--- src/rtl/fifo_pkg.sv ---
// Shared FIFO constants and the width helper used for pointer and count sizing.
package fifo_pkg;
    localparam int FIFO_MODE_STD  = 0;
    localparam int FIFO_MODE_FWFT = 1;

    // ceil(log2(v)); callers guarantee v >= 2 so the result is at least 1
    function automatic int clog2(input int v);
        int r;
        r = 0;
        while ((1 << r) < v) r++;
        return r;
    endfunction
endpackage

--- src/rtl/fifo_syn_mem.sv ---
// Simple dual-port storage: synchronous write, asynchronous read. Contents are never reset.
module fifo_syn_mem #(
    parameter int DEPTH = 16,
    parameter int DWTH  = 8,
    parameter int AW    = 4
) (
    input  logic            clk,
    input  logic            we_i,
    input  logic [AW-1:0]   waddr_i,
    input  logic [DWTH-1:0] wdata_i,
    input  logic [AW-1:0]   raddr_i,
    output logic [DWTH-1:0] rdata_o
);
    logic [DWTH-1:0] mem [DEPTH];

    always_ff @(posedge clk) begin
        if (we_i) mem[waddr_i] <= wdata_i;
    end

    assign rdata_o = mem[raddr_i];
endmodule

--- src/rtl/fifo_syn_fwft.sv ---
// Synchronous FIFO with selectable standard (registered) or first-word-fall-through read,
// arbitrary depth, and full/empty/almost/programmable status flags.
module fifo_syn_fwft
    import fifo_pkg::*;
#(
    parameter int FIFO_DEPTH        = 16,
    parameter int FIFO_DWTH         = 8,
    parameter int FWFT_MODE         = 0,
    parameter int PROG_FULL_THRESH  = FIFO_DEPTH - 2,
    parameter int PROG_EMPTY_THRESH = 1
) (
    input  logic                               clk,
    input  logic                               rst_n,
    input  logic [FIFO_DWTH-1:0]               din,
    input  logic                               wren,
    input  logic                               rden,
    output logic [FIFO_DWTH-1:0]               dout,
    output logic                               valid,
    output logic                               full,
    output logic                               empty,
    output logic                               almost_full,
    output logic                               almost_empty,
    output logic                               prog_full,
    output logic                               prog_empty,
    output logic [clog2(FIFO_DEPTH+1)-1:0]     data_count,
    output logic                               overflow,
    output logic                               underflow
);
    localparam int PW    = clog2(FIFO_DEPTH);
    localparam int CNT_W = clog2(FIFO_DEPTH + 1);

    if (FIFO_DEPTH < 2 || FIFO_DWTH < 1 ||
        (FWFT_MODE != FIFO_MODE_STD && FWFT_MODE != FIFO_MODE_FWFT) ||
        PROG_FULL_THRESH < 1 || PROG_FULL_THRESH > FIFO_DEPTH ||
        PROG_EMPTY_THRESH < 0 || PROG_EMPTY_THRESH > FIFO_DEPTH - 1) begin : g_bad_param
        $error("fifo_syn_fwft: illegal parameter value");
    end

    logic [PW-1:0]        wr_ptr_q, wr_ptr_d, rd_ptr_q, rd_ptr_d, raddr;
    logic [CNT_W-1:0]     count_q, count_d;
    logic [FIFO_DWTH-1:0] dout_q, dout_d, mem_rdata;
    logic                 valid_q, valid_d, ovf_q, unf_q;
    logic                 wr_acc, rd_acc, is_full, is_empty;

    function automatic logic [PW-1:0] ptr_inc(input logic [PW-1:0] p);
        return (p == PW'(FIFO_DEPTH - 1)) ? '0 : p + 1'b1;
    endfunction

    // In FWFT mode valid tracks count != 0, so !valid is equivalent to an empty count.
    assign is_full  = (count_q == CNT_W'(FIFO_DEPTH));
    assign is_empty = (FWFT_MODE == FIFO_MODE_FWFT) ? !valid_q : (count_q == '0);
    assign wr_acc   = wren && !is_full;
    assign rd_acc   = rden && !is_empty;

    always_comb begin
        wr_ptr_d = wr_acc ? ptr_inc(wr_ptr_q) : wr_ptr_q;
        rd_ptr_d = rd_acc ? ptr_inc(rd_ptr_q) : rd_ptr_q;
        count_d  = count_q;
        if (wr_acc && !rd_acc)      count_d = count_q + 1'b1;
        else if (rd_acc && !wr_acc) count_d = count_q - 1'b1;

        dout_d = dout_q;
        if (FWFT_MODE == FIFO_MODE_FWFT) begin
            // Look ahead to the word presented after this edge; bypass din when it lands there now.
            raddr   = rd_ptr_d;
            valid_d = (count_d != '0);
            if (count_d != '0)
                dout_d = (wr_acc && wr_ptr_q == rd_ptr_d) ? din : mem_rdata;
        end else begin
            raddr   = rd_ptr_q;
            valid_d = rd_acc;
            if (rd_acc) dout_d = mem_rdata;
        end
    end

    always_ff @(posedge clk or negedge rst_n) begin
        if (!rst_n) begin
            wr_ptr_q <= '0;
            rd_ptr_q <= '0;
            count_q  <= '0;
            dout_q   <= '0;
            valid_q  <= 1'b0;
            ovf_q    <= 1'b0;
            unf_q    <= 1'b0;
        end else begin
            wr_ptr_q <= wr_ptr_d;
            rd_ptr_q <= rd_ptr_d;
            count_q  <= count_d;
            dout_q   <= dout_d;
            valid_q  <= valid_d;
            ovf_q    <= wren && is_full;
            unf_q    <= rden && is_empty;
        end
    end

    fifo_syn_mem #(
        .DEPTH (FIFO_DEPTH),
        .DWTH  (FIFO_DWTH),
        .AW    (PW)
    ) u_mem (
        .clk     (clk),
        .we_i    (wr_acc),
        .waddr_i (wr_ptr_q),
        .wdata_i (din),
        .raddr_i (raddr),
        .rdata_o (mem_rdata)
    );

    assign dout         = dout_q;
    assign valid        = valid_q;
    assign full         = is_full;
    assign empty        = is_empty;
    assign almost_full  = (count_q >= CNT_W'(FIFO_DEPTH - 1));
    assign almost_empty = (count_q <= CNT_W'(1));
    assign prog_full    = (count_q >= CNT_W'(PROG_FULL_THRESH));
    assign prog_empty   = (count_q <= CNT_W'(PROG_EMPTY_THRESH));
    assign data_count   = count_q;
    assign overflow     = ovf_q;
    assign underflow    = unf_q;
endmodule

--- config.mk ---
export PLATFORM = sky130hd
export DESIGN_NAME = fifo_syn_fwft
export DESIGN_NICKNAME = d
export VERILOG_FILES = /design/src/rtl/fifo_pkg.sv /design/src/rtl/fifo_syn_mem.sv /design/src/rtl/fifo_syn_fwft.sv
export SDC_FILE = /design/constraint.sdc
export NUM_CORES = 1
export LEC_CHECK = 0
export CORE_ASPECT_RATIO = 0.6
export CORE_UTILIZATION = 45
export CTS_CLUSTER_SIZE = 40
export DETAILED_ROUTE_END_ITERATION = 16
export SLEW_MARGIN = 20
export SYNTH_ARGS = -nofsm -noshare
export SYNTH_HDL_FRONTEND = slang
export SYNTH_SLANG_ARGS = --single-unit
--- constraint.sdc ---
create_clock -name clk -period 2.9 [get_ports clk]
set_clock_uncertainty 0.2 [all_clocks]
set_input_delay 0.435 -clock clk [delete_from_list [all_inputs] [get_ports clk]]
set_output_delay 0.435 -clock clk [all_outputs]
set_load 0.03 [all_outputs]
After elaboration in Yosys (flattened, before gate mapping)
Memory sizes are Yosys's and may differ from the RTL's. A register that Yosys moved wholly into a read port is not among the register bits.
Cells that the tools add are included.
Operators by class
  equality and inequality tests: 3
  multiplexer cells: 6
  reductions and logical operators: 13
  $lt $le $gt $ge: 3
  add/sub/neg operators: 4
Operators with widths (number)
  5-bit by 4-bit >= comparator with 1-bit output, second input constant: 2
  5-bit two-way mux: 2
  4-bit by 1-bit adder with 4-bit output, second input constant: 2
  4-bit equality test, second input constant: 2
  4-bit two-way mux: 2
  1-bit logical AND: 6
  5-bit by 1-bit adder with 5-bit output, second input constant: 1
  5-bit equality test, second input constant: 1
  5-bit by 1-bit less-or-equal comparator with 1-bit output, second input constant: 1
  1-bit logical NOT: 5
  5-bit logical NOT: 1
  5-bit by 1-bit subtractor with 5-bit output, second input constant: 1
  1-bit two-way mux: 2
  2-bit nonzero test: 1
Storage, ports and cells
  logic and storage cells: 36
  memory bits (writable): 128
  flip-flop bits (word level): 16
  memories: 1
Memory list
  u_mem.mem: words 16, bits a word 8, rd ports 1, clocked after memory_dff 1, wr ports 1, line fifo_syn_mem.sv:14  | logic [DWTH-1:0] mem [DEPTH];

Logic depth before layout (Yosys ltp)
  depth after elaboration: 7
  gate-level depth with buffers: 10
  mapped depth without buffers: 9

Hierarchy
Synthesis repeated with hierarchy kept, for this count alone.
Second synthesis, totals
  cells, all modules: 327
  area total of the unflattened synthesis: 6273.5 µm²
Modules (own cells, without submodules)
  fifo_syn_mem: cells an instance 221, area an instance 4987.3 µm², instances 1
  fifo_syn_fwft: cells an instance 106, area an instance 1286.2 µm², instances 1

Worst setup path after synthesis
OpenSTA, ideal clock, no wires.
  kind: register -> register
  start point: register count_q[0] (netlist: data_count[0])
  end point: register count_q[3] (netlist: data_count[3])
  stages on the path, launching flop included: 10
  path buffers: 1
  clock period less this slack: 2.613 ns
  setup time: 0.079 ns
  data required time: 2.621 ns
  arrival: 2.334 ns
  slack: 0.287 ns
  cells stage by stage: dfrtp_1 > inv_1 > ha_1 > or4b_4 > nand2_4 > ha_1 > clkbuf_1 > or4_1 > a21oi_1 > xor2_1
On the way
  longest elaborated chain between the ends: 6
  elaborated cells between the ends (all ways): 15
  those cells by class: add/sub: 2; eq/ne: 1; mux: 2; reduce/logical: 10
Ends and longest elaborated chain
  from (decl): line fifo_syn_fwft.sv:40  | logic [CNT_W-1:0] count_q, count_d;
  from (signal assigned): line fifo_syn_fwft.sv:88  | count_q <= count_d;
  parallel branches: the longest is 6 deep, another holds 5-bit by 1-bit subtractor with 5-bit output
Parallel ways; which one is timed is not known. The select of a mux whose other input is x is not followed.
A chain may end at the register's enable or synchronous reset.

Worst setup path after layout
  start point: register count_q[0] (netlist: data_count[0])
  end point: output port empty
On the way
  longest elaborated chain between the ends: 1
Ends and longest elaborated chain
  5-bit logical NOT: line fifo_syn_fwft.sv:51  | assign is_empty = (FWFT_MODE == FIFO_MODE_FWFT) ? !valid_q : (count_q == '0);
  to (decl): line fifo_syn_fwft.sv:20  | output logic empty,
No other way between the ends.

==> impl_results.md <==
- Status: finished clean
- Slew headroom: between 50% and 60%
- Final core occ: 56.26%
- Fmax: about 360 MHz
- Yosys top cell area share: around 60%
- Starting Density: 47.38%
- RSZ-0062 raised after global routing: false
- Total power: just under 8 mW
- Post-route setup slack: 0.1280 ns
- ANT cells: 0
- Seq cells post-synth: roughly 150
- Post-CTS setup buffer count: 0
- Critical path launch point type: flop
- Die ar.: 14400 µm²
- Vias in the first global route: 3145
- Commonest non-fill, non-tap cell in the layout: edfxtp_1
- Post-layout min period: between 2 and 3 ns
- Worst hold slack: 0.1770 ns
- Slew Limit Fails: 0
- Area after DPL: ~6800 µm²
- Synthesized area: about 6300 µm²
- Synth area leader: edfxtp_1
- Worst-Margin Slew: between 0.7 and 0.8 ns
- Synth top area cells: edfxtp_1 (61%), mux4_2 (12%), dfrtp_1 (9.6%)
- Kind of critical path: flop to output pin
- Vias per cell: 5.736
- Initial DRC count: about 280
- Ys Warns: 0
- Final #Nets: 406
- All-Layer GR Usage: 19.85%
- Synth cell types: 43
- Clk buf depth: 2
- Place WS: 0.2997 ns
- Root buffer cell: clkbuf_16
- Most used DFF post-synth: edfxtp_1
- Max Cap Viol: 0
- DP Wirelength: 8403 µm
- # IOs: 34
- Min-delay worst type: primary input to asynchronous set/reset pin
- First-pass GRT wire length: between 15000 and 20000 µm
- Leak: 2.663 nW
- CTS sink count: 152
- Final wirelength: between 10000 and 15000 µm
- Dpl cells: 533
- Clock Latency Late Sink: 0.42 ns
- Ys async rst share: 15.79%
- Worst-path clk slew: ~0.060 ns
- Final Cell Area: 7433 µm²
- Setup TNS: 0 ns
- Routed vias: between 3000 and 4000
- Max H-tree Level: 4
- # DRC: 0
- PD cells: about 1000 nW/µm²
- WP data required: 2.27 ns
- Share of post-route cells with drive strength above 1: 22.03%
- Largest net degree at the start of global routing: 36
- Core area: roughly 13000 µm²
- Crit share post-route: 95.59%
- Global route overflow: 0
- Worst VDD drop: ~420 µV
- DRT Pass-1 Iters: 4
- Area Growth Syn to Fin: 18.75%
- Die Wd: 154.3 µm
- Net Count, Synth: 356
- Commonest cells after routing, fill and taps aside: edfxtp_1 (128), mux4_2 (32), clkdlybuf4s50_1 (30), dfrtp_1 (24)
- Die height: about 93 µm
- Std cell rows: 32
- Port Buffers: 33
- Final setup viols: 0
- Initial antenna violation count: 0
- Total CTS buffers: 17
- Worst-path fanout max: 11
- WP data arrival: 2.14 ns
- Post-synthesis sequential area ratio: 71.00%
- Antenna-violating nets left: 0
- Count of final hold-check violations: 0
- Wire length per cell: 22.75 µm
- CTS Hold Bufs: 0
- Fin cells: 565
- Final RePlAce weighted congestion: 0.8582
- TritonCTS clock tree: built
- Post-synth EDFFs: 128
- Cells after Synth: between 300 and 400
- CP Capture Type: output pin
- Mapped Avg Cell Area: 18.85 µm²
worst paths after layout:
kind                          startpoint             to  slack (ns)  cells after the start
setup reg to reg           data_count[2]  data_count[3]        0.47                      7
hold reg to reg                 raddr[3]       raddr[3]        0.34                      1
max in group asynchronous          rst_n       raddr[0]        2.06                      2
setup / recovery           data_count[0]          empty        0.13                      5
min in group clk                raddr[3]       raddr[3]        0.34                      1
hold / removal                     rst_n    wr_ptr_q[2]        0.18                      2
synth_stat cells, types with 2 or more instances:
cell type  instances
nor2_1            10
a31oi_1            2
mux2_2             2
edfxtp_1         128
buf_2              5
mux2i_1           17
buf_6              3
nor4_1             2
mux4_2            32
o21ai_0            9
clkbuf_1           3
o221ai_1           7
or4_1              2
ha_1              12
nand4_1            3
nand2_1            5
inv_1             16
mux2_4             2
xor2_1             3
xnor2_1            3
a21oi_1            3
o41ai_1            2
buf_4              6
and2_1            12
dfrtp_1           24
nand3_1            2
worst max-delay path, stage by stage (launching register included):
cell     delay [ns]
dfrtp_1        0.37
inv_1          0.10
ha_1           0.19
or4b_4         0.54
inv_1          0.29
buf_4          0.23
layer usage:
metal | wire length, µm | vias to the layer above | GRT usage [%]
met5 | 0 | - | 0
met4 | 121 | 0 | 5.528
met3 | 778 | 9 | 6.070
met2 | 5306 | 107 | 26.86
met1 | 6648 | 1704 | 30.66
li1 | - | 1421 | -
cell type report:
cell class                      instances  area (µm²)
Inverter                               17       66.31
Timing Repair Buffer                   48       466.7
Fill cell                            1020        5779
Multi-Input combinational cell        146        1634
Clock inverter                         14       180.2
Sequential cell                       152        4444
Tap cell                              170       212.7
Clock buffer                           18       429.2
state kept, by name, summed over array words and instances, names as in the netlist:
| register | count |
|---|---|
| data_count | 5 |
| dout | 8 |
| overflow | 1 |
| raddr | 4 |
| u_mem.mem | 128 |
| underflow | 1 |
| valid | 1 |
| wr_ptr_q | 4 |
repair_timing:
item	in CTS	in global routing
resized for setup	1	1
pin swaps	0	0
setup endpoints to repair	1	1
kinds of logic (layout without fill, tap and decap cells):
family | after synthesis | in the layout | share of synthesized area (%)
mux | 53 | 53 | 15.07
simple gates | 45 | 45 | 4.298
buf+inv | 34 | 97 | 2.898
compound gates | 30 | 30 | 3.498
flops | 152 | 152 | 71.00
xor+xnor | 6 | 6 | 0.8396
fa+ha+maj | 12 | 12 | 2.398
power by group:
part | switching [mW] | internal, mW | leakage [nW] | total (mW)
Clock | 0.860 | 1.43 | 0.293 | 2.29
Sequential | 0.187 | 2.71 | 1.45 | 2.89
Combinational | 1.39 | 1.15 | 0.923 | 2.54
Total | 2.44 | 5.28 | 2.66 | 7.72
Note: power is estimated with default switching activity, not from simulation.
